[config.mk]
export PLATFORM = sky130hd
export DESIGN_NAME = tlul_host_arbiter
export DESIGN_NICKNAME = d
export VERILOG_FILES = /design/src/rtl/tlul_host_arbiter.sv
export SDC_FILE = /design/constraint.sdc
export NUM_CORES = 1
export LEC_CHECK = 0
export BUFFER_PORTS_ARGS = -buffer_cell sky130_fd_sc_hd__buf_2
export CAP_MARGIN = 10
export CORE_AREA = 2 2 299 301
export DETAILED_ROUTE_END_ITERATION = 8
export DIE_AREA = 0 0 301 303
export GPL_TIMING_DRIVEN = 0
export PLACE_DENSITY = 0.36
export SLEW_MARGIN = 30
export SYNTH_ARGS = -nofsm -noshare
export SYNTH_HDL_FRONTEND = slang
export SYNTH_SLANG_ARGS = --single-unit
[constraint.sdc]
create_clock -name clk_i -period 2.8 [get_ports clk_i]
set_clock_uncertainty 0.2 [all_clocks]
set_input_delay 0.28 -clock clk_i [delete_from_list [all_inputs] [get_ports clk_i]]
set_output_delay 0.28 -clock clk_i [all_outputs]
set_load 0.01 [all_outputs]
[src/rtl/tlul_host_arbiter.sv]
// Round-robin arbiter sharing one TL-UL A/D channel pair between NumHosts requesters.
//
// Each A request is granted in two steps. In the IDLE cycle a host is picked, and in
// the following GRANT cycle(s) that host is forwarded downstream. The host index is
// prepended to the source field so that D responses can be steered back to their host.
// The number of requests that have been accepted on A but not yet completed on D is
// capped at MaxOutstanding.
//
// Ports:
//   clk_i, rst_ni          clock, asynchronous active-low reset
//   h_a_*                  per-host A channel, packed with host i at slice i
//   h_d_*                  per-host D valid/ready; D payload is broadcast to all hosts
//   m_a_*                  downstream A channel; m_a_source = {grant index, host source}
//   m_d_*                  downstream D channel; host index taken from m_d_source upper bits
module tlul_host_arbiter #(
  parameter int unsigned NumHosts       = 4,
  parameter int unsigned HostIdxW       = $clog2(NumHosts),
  parameter int unsigned AddrWidth      = 32,
  parameter int unsigned DataWidth      = 64,
  parameter int unsigned SourceWidth    = 6,
  parameter int unsigned MaxSize        = 6,
  parameter int unsigned MaxOutstanding = 1
) (
  input  logic                              clk_i,
  input  logic                              rst_ni,

  input  logic [NumHosts-1:0]               h_a_valid,
  output logic [NumHosts-1:0]               h_a_ready,
  input  logic [NumHosts*AddrWidth-1:0]     h_a_address,
  input  logic [NumHosts*DataWidth-1:0]     h_a_data,
  input  logic [NumHosts*DataWidth/8-1:0]   h_a_mask,
  input  logic [NumHosts*3-1:0]             h_a_opcode,
  input  logic [NumHosts*MaxSize-1:0]       h_a_size,
  input  logic [NumHosts*SourceWidth-1:0]   h_a_source,

  output logic [NumHosts-1:0]               h_d_valid,
  input  logic [NumHosts-1:0]               h_d_ready,
  output logic [DataWidth-1:0]              h_d_data,
  output logic [2:0]                        h_d_opcode,
  output logic [1:0]                        h_d_error,
  output logic [SourceWidth-1:0]            h_d_source,

  output logic                              m_a_valid,
  input  logic                              m_a_ready,
  output logic [AddrWidth-1:0]              m_a_address,
  output logic [DataWidth-1:0]              m_a_data,
  output logic [DataWidth/8-1:0]            m_a_mask,
  output logic [2:0]                        m_a_opcode,
  output logic [MaxSize-1:0]                m_a_size,
  output logic [SourceWidth+HostIdxW-1:0]   m_a_source,

  input  logic                              m_d_valid,
  output logic                              m_d_ready,
  input  logic [DataWidth-1:0]              m_d_data,
  input  logic [2:0]                        m_d_opcode,
  input  logic [1:0]                        m_d_error,
  input  logic [SourceWidth+HostIdxW-1:0]   m_d_source
);

  localparam int unsigned MaskWidth = DataWidth / 8;
  localparam int unsigned CntW      = $clog2(MaxOutstanding + 1);

  typedef enum logic [0:0] {StIdle, StGrant} state_e;

  state_e              state_q, state_d;
  logic [HostIdxW-1:0] grant_q, grant_d;
  logic [HostIdxW-1:0] ptr_q, ptr_d;
  logic [CntW-1:0]     cnt_q, cnt_d;

  // Per-host views of the packed A payload buses.
  logic [AddrWidth-1:0]   a_addr [NumHosts];
  logic [DataWidth-1:0]   a_data [NumHosts];
  logic [MaskWidth-1:0]   a_mask [NumHosts];
  logic [2:0]             a_op   [NumHosts];
  logic [MaxSize-1:0]     a_size [NumHosts];
  logic [SourceWidth-1:0] a_src  [NumHosts];

  for (genvar i = 0; i < NumHosts; i++) begin : g_unpack
    assign a_addr[i] = h_a_address[i*AddrWidth +: AddrWidth];
    assign a_data[i] = h_a_data[i*DataWidth +: DataWidth];
    assign a_mask[i] = h_a_mask[i*MaskWidth +: MaskWidth];
    assign a_op[i]   = h_a_opcode[i*3 +: 3];
    assign a_size[i] = h_a_size[i*MaxSize +: MaxSize];
    assign a_src[i]  = h_a_source[i*SourceWidth +: SourceWidth];
  end

  // First requesting host at or after the priority pointer, wrapping around.
  logic [HostIdxW-1:0] rr_sel;
  logic                rr_found;

  always_comb begin
    int unsigned         cand;
    logic [HostIdxW-1:0] cand_idx;
    rr_sel   = ptr_q;
    rr_found = 1'b0;
    cand     = 0;
    cand_idx = '0;
    for (int unsigned k = 0; k < NumHosts; k++) begin
      cand     = (32'(ptr_q) + k) % NumHosts;
      cand_idx = HostIdxW'(cand);
      if (!rr_found && h_a_valid[cand_idx]) begin
        rr_found = 1'b1;
        rr_sel   = cand_idx;
      end
    end
  end

  logic can_issue;
  assign can_issue = (cnt_q < CntW'(MaxOutstanding));

  // A channel: only the granted host is connected, and only while in GRANT.
  always_comb begin
    m_a_valid = 1'b0;
    h_a_ready = '0;
    if (state_q == StGrant) begin
      m_a_valid          = h_a_valid[grant_q];
      h_a_ready[grant_q] = m_a_ready;
    end
  end

  assign m_a_address = a_addr[grant_q];
  assign m_a_data    = a_data[grant_q];
  assign m_a_mask    = a_mask[grant_q];
  assign m_a_opcode  = a_op[grant_q];
  assign m_a_size    = a_size[grant_q];
  assign m_a_source  = {grant_q, a_src[grant_q]};

  // D channel: steer by the host tag; responses with an unknown tag are sunk.
  logic [HostIdxW-1:0] d_idx;
  logic                d_idx_ok;

  assign d_idx      = m_d_source[SourceWidth +: HostIdxW];
  assign d_idx_ok   = (32'(d_idx) < NumHosts);
  assign h_d_data   = m_d_data;
  assign h_d_opcode = m_d_opcode;
  assign h_d_error  = m_d_error;
  assign h_d_source = m_d_source[SourceWidth-1:0];

  always_comb begin
    h_d_valid = '0;
    m_d_ready = 1'b1;
    if (d_idx_ok) begin
      h_d_valid[d_idx] = m_d_valid;
      m_d_ready        = h_d_ready[d_idx];
    end
  end

  logic a_hs, d_hs;
  assign a_hs = (state_q == StGrant) && m_a_valid && m_a_ready;
  // Dropped responses never counted as outstanding, so they must not decrement.
  assign d_hs = m_d_valid && m_d_ready && d_idx_ok;

  always_comb begin
    state_d = state_q;
    grant_d = grant_q;
    ptr_d   = ptr_q;
    unique case (state_q)
      StIdle: begin
        if (rr_found && can_issue) begin
          grant_d = rr_sel;
          state_d = StGrant;
        end
      end
      StGrant: begin
        // The grant is held until the handshake, whatever the other hosts do.
        if (a_hs) begin
          ptr_d   = (32'(grant_q) == NumHosts - 1) ? '0 : grant_q + 1'b1;
          state_d = StIdle;
        end
      end
      default: state_d = StIdle;
    endcase
  end

  always_comb begin
    cnt_d = cnt_q;
    if (a_hs && !d_hs) begin
      cnt_d = cnt_q + 1'b1;
    end else if (d_hs && !a_hs && cnt_q != '0) begin
      cnt_d = cnt_q - 1'b1;
    end
  end

  always_ff @(posedge clk_i or negedge rst_ni) begin
    if (!rst_ni) begin
      state_q <= StIdle;
      grant_q <= '0;
      ptr_q   <= '0;
      cnt_q   <= '0;
    end else begin
      state_q <= state_d;
      grant_q <= grant_d;
      ptr_q   <= ptr_d;
      cnt_q   <= cnt_d;
    end
  end

endmodule

# ---- After elaboration in Yosys (flattened, before gate mapping)
# Cells that the tools add are included.
dict set report word_totals {
  in_bits 565
  reg_bits 6
  wordCells 94
}
dict set report classes {
  n_lt_le_gt_ge 10
  reduce_logical 20
  n_eq_ne 1
  n_mux 49
  n_bitwise 4
  add_sub_neg 6
}
# operator count
set op_table {}
lappend op_table {{$bmux 64 s2} 1}
lappend op_table {{$mux 64} 2}
lappend op_table {{$bmux 32 s2} 1}
lappend op_table {{$mux 32} 2}
lappend op_table {{$bmux 6 s2} 2}
lappend op_table {{$mux 6} 4}
lappend op_table {{$lt 2x3->1 const B} 6}
lappend op_table {{$mux 1} 17}
lappend op_table {{$bmux 8 s2} 1}
lappend op_table {{$mux 8} 2}
lappend op_table {{$bmux 1 s2} 6}
lappend op_table {{$logic_and 1x1->1} 12}
lappend op_table {{$and 4x4->4} 2}
lappend op_table {{$mux 2} 4}
lappend op_table {{$bmux 3 s2} 1}
lappend op_table {{$mux 3} 2}
lappend op_table {{$logic_not 1->1} 5}
lappend op_table {{$add 2x1->2 const B} 2}
lappend op_table {{$add 2x2->2 const B} 2}
lappend op_table {{$demux 1 s2} 2}
lappend op_table {{$ge 2x1->1 const B} 2}
lappend op_table {{$mux 4} 1}
lappend op_table {{$reduce_and 2->1} 2}
lappend op_table {{$ge 3x3->1 const B} 1}
lappend op_table {{other kinds (8)} 8}

# ---- Depth between registers and ports, before layout
dict set report logic_depth {
  word_depth 15
  ltp_mapped 6
}

# ---- Least setup slack after synthesis
# No wires, ideal clock.
dict set report synth_path {
  path_type {register -> output}
  startpoint {reg grant_q[0]}
  endpoint {out m_a_address[10]}
  n_path_buf 3
  required_time_ns 2.320
  path_stages_with_launch 5
  t_arrival_ns 1.553
  path_slack_ns 0.767
  path_cell_list {dfrtp_1 -> clkbuf_2 -> buf_2 -> buf_4 -> mux4_2}
}
dict set report synth_via {
  elab_chain_cells 4
}
# element line_no
set synth_rtl {}
lappend synth_rtl {{start, declared} 66} ;# logic [HostIdxW-1:0] grant_q, grant_d;
lappend synth_rtl {{start signal, assigned} 192} ;# grant_q <= grant_d;
lappend synth_rtl {{$not 2->3 (implied by the code)} 121} ;# assign m_a_address = a_addr[grant_q];
lappend synth_rtl {{$bmux 32 s2} 121}
lappend synth_rtl {{$mux 32 (implied by the code) (2 in series)} 121}
lappend synth_rtl {{end, declared} 45} ;# output logic [AddrWidth-1:0] m_a_address,
# No other way between the ends. The select of a mux whose other input is x is not followed.

# ---- Worst setup path after layout
dict set report layout_path {
  startpoint {reg grant_q[0]}
  endpoint {out m_a_data[27]}
}
dict set report layout_via {
  elab_chain_cells 4
}
# element line_no
set layout_rtl {}
lappend layout_rtl {{$not 2->3 (implied by the code)} 122} ;# assign m_a_data = a_data[grant_q];
lappend layout_rtl {{$bmux 64 s2} 122}
lappend layout_rtl {{$mux 64 (implied by the code) (2 in series)} 122}
lappend layout_rtl {{end, declared} 46} ;# output logic [DataWidth-1:0] m_a_data,
# No other way between the ends. The select of a mux whose other input is x is not followed.

==> results.toml <==
[sta]
setup_violations = 0
final.setup.tns_ps = 0
worst_pin_slew_ps = 825
rsz0062_at_grt = "false"
fmax_ghz = 0.369
timing.final.crit_share = 0.967
hold_viol = 0
finalMaxSlewViolations = 0
finalCriticalPeriod_ps = 2710
slew_headroom = 0.450
layout_setup_ws_ps = 93.3

[placement]
io_buffers = 695
post-place-ws_ps = -479
gp_congestion = 0.828
dp_hpwl_um = 38700
placed_area_sq_mm = 0.00885
dp_cells = 2137

[die]
die_h_um = 303
ios = 771
dieArea_sq_mm = 0.0912
dieWidth_um = 301
core_area_sq_mm = 0.0880
row_count = 109
start_util = 0.0445

[logic_synthesis]
yosysWarnings = 0
synth-seq-cells = 6
syn_inst = 277
yosysSeqAreaShare = 0.0383
synth_fp_nets = 846
mappedNetlistArea_sq_mm = 0.00392
yosysUniqueCellTypes = 30
synth.avg_cell_area_sq_um = 14.1

[route]
drt-pass1-iter-count = 4
vias = 5927
route.detailed.drc = 0
wl_per_cell_um = 19.2
drtIter0Drc = 269
drt-total-wl_um = 41400
viasPerCell = 2.75
ant_nets = 0

[cells_and_area]
final-seq-area_sq_um = 150
drive_above_1_share = 0.945
finalNetCount = 1547
area_growth_pct = 131
nFillCells = 10300
multi_input_area_sq_mm = 0.00304
fin_area_sq_mm = 0.00904
instances_no_fill = 2153

[cts]
post-cts-setup-buffers = 0
clkTransAtPathRegs_ps = 30
clock_latency_ps = 230
cts_buffers = 3
htree_levels = 1
clockBufferDepth = 2
tritoncts = "yes"
cts.sinks = 6
clock-root-buffer = "clkbuf_16"

[hold_path]
hp-class = "input pin to flop"

[global_route]
first_global_vias = 6168
antenna_found_initial = 31
globalRouteTotalUtil = 0.0819
grt_max_degree = 11
grt_overflow = 0
grt_pass1_wl_um = 50300

[critical_path]
worstPathArrival_ps = 2230
crit_type = "flop to output port"
crit_path_end_kind = "output port"
required_ps = 2320
startpoint_type = "flop"
cp_max_fo = 10

[pwr]
power_mw = 6.27
leakagePower_nw = 4.27
p_per_area_mw_per_mm2 = 694
vdd_drop_max_mv = 0.646

[run]
cap_violations = 0

[status]
outcome = "complete, no violations"
==> flip-flops by register name (all words and copies together), names as in the netlist <==
signal / flops
cnt_q: 1
grant_q: 2
ptr_q: 2
state_q: 1
==> worst paths after layout <==
kind | start | endpoint | slack [ps] | cells after the start
min in group asynchronous | rst_ni | cnt_q | 220 | 2
max in group asynchronous | rst_ni | ptr_q[1] | 2030 | 2
worst max-delay path | grant_q[0] | m_a_data[27] | 90 | 5
worst min register to register | ptr_q[0] | ptr_q[0] | 400 | 1
worst max register to register | grant_q[1] | ptr_q[1] | 610 | 6
worst min-delay path | m_a_ready | state_q | 180 | 3
==> Yosys cell counts <==
library cell,n,share of area
a21oi_1,2,0.0026
nand3_1,1,0.0013
nor3b_1,1,0.0019
and3_1,5,0.0080
a21boi_0,1,0.0019
a41o_1,2,0.0051
or4_1,1,0.0019
mux2_2,2,0.0058
a31oi_1,1,0.0016
ha_1,4,0.013
nor2b_1,3,0.0048
buf_1,3,0.0029
dfrtp_1,6,0.038
nor3_1,1,0.0013
a211o_1,1,0.0022
buf_4,84,0.16
and2_1,3,0.0048
nor2_1,4,0.0038
a221oi_2,1,0.0038
clkbuf_1,6,0.0058
buf_2,9,0.012
nand2b_1,1,0.0016
clkbuf_2,1,0.0013
nand2_1,3,0.0029
a21o_1,2,0.0038
o21ai_0,2,0.0026
o21bai_1,2,0.0038
inv_1,3,0.0029
mux4_2,121,0.70
and3b_1,1,0.0022
==> layout by cell type, fill, tap and decap left out, types with 2 or more instances in the layout <==
master and instances:
a21o_1 2, a21oi_1 2, a41o_1 2, and2_1 3, and3_1 5, buf_2 705
buf_4 77, buf_6 8, clkbuf_1 3, clkbuf_16 3, clkbuf_4 2, dfrtp_1 6
diode_2 12, ha_1 4, inv_1 3, mux2_2 2, mux4_2 121, nand2_1 3
nor2_1 4, nor2b_1 3, o21ai_0 2, o21bai_1 2
==> layout make-up <==
type	instances	share of cell area
Multi-Input combinational cell	165	0.336
Buffer	103	0.0868
Sequential cell	6	0.0166
Clock buffer	3	0.00831
Timing Repair Buffer	696	0.386
Inverter	3	0.00125
Tap cell	1165	0.161
Antenna cell	12	0.00332
==> kinds of logic after synthesis <==
family,count (synthesis),share of synthesized area
muxes,123,0.702
buffers and inverters,106,0.185
and+or+nand+nor,24,0.0345
AOI/OAI and AO/OA,14,0.0275
DFF,6,0.0383
adders and majority gates,4,0.0128
==> per-layer routing <==
metal,share of wire,GRT usage
met5,0.0036,0
met4,0.021,0.0180
met3,0.14,0.0383
met2,0.48,0.140
met1,0.36,0.0927
==> through the flow <==
stage                util  hold WS (ps)
global placement    0.101         -87.6
global route        0.103           203
detailed placement  0.101         -88.8
floorplan               -          -216
finish              0.103           175
CTS                 0.102           185
==> worst max-delay path: stages, from the launching register on <==
cell,delay (ps)
dfrtp_1,420
buf_2,270
buf_12,230
buf_8,240
mux4_2,610
buf_2,180
==> power breakdown <==
part	switching, mW	internal (mW)	total, mW
Clock	0.0477	0.183	0.231
Combinational	3.17	2.68	5.85
Sequential	0.0590	0.130	0.189
==> repair_timing <==
action	4_1_cts	5_1_grt
setup endpoints to repair	93	38
hold endpoints to repair	6	0
gates cloned	0	0
gates resized for setup	19	8
hold buffers	1	0
Power figures use the tool's default switching activity.
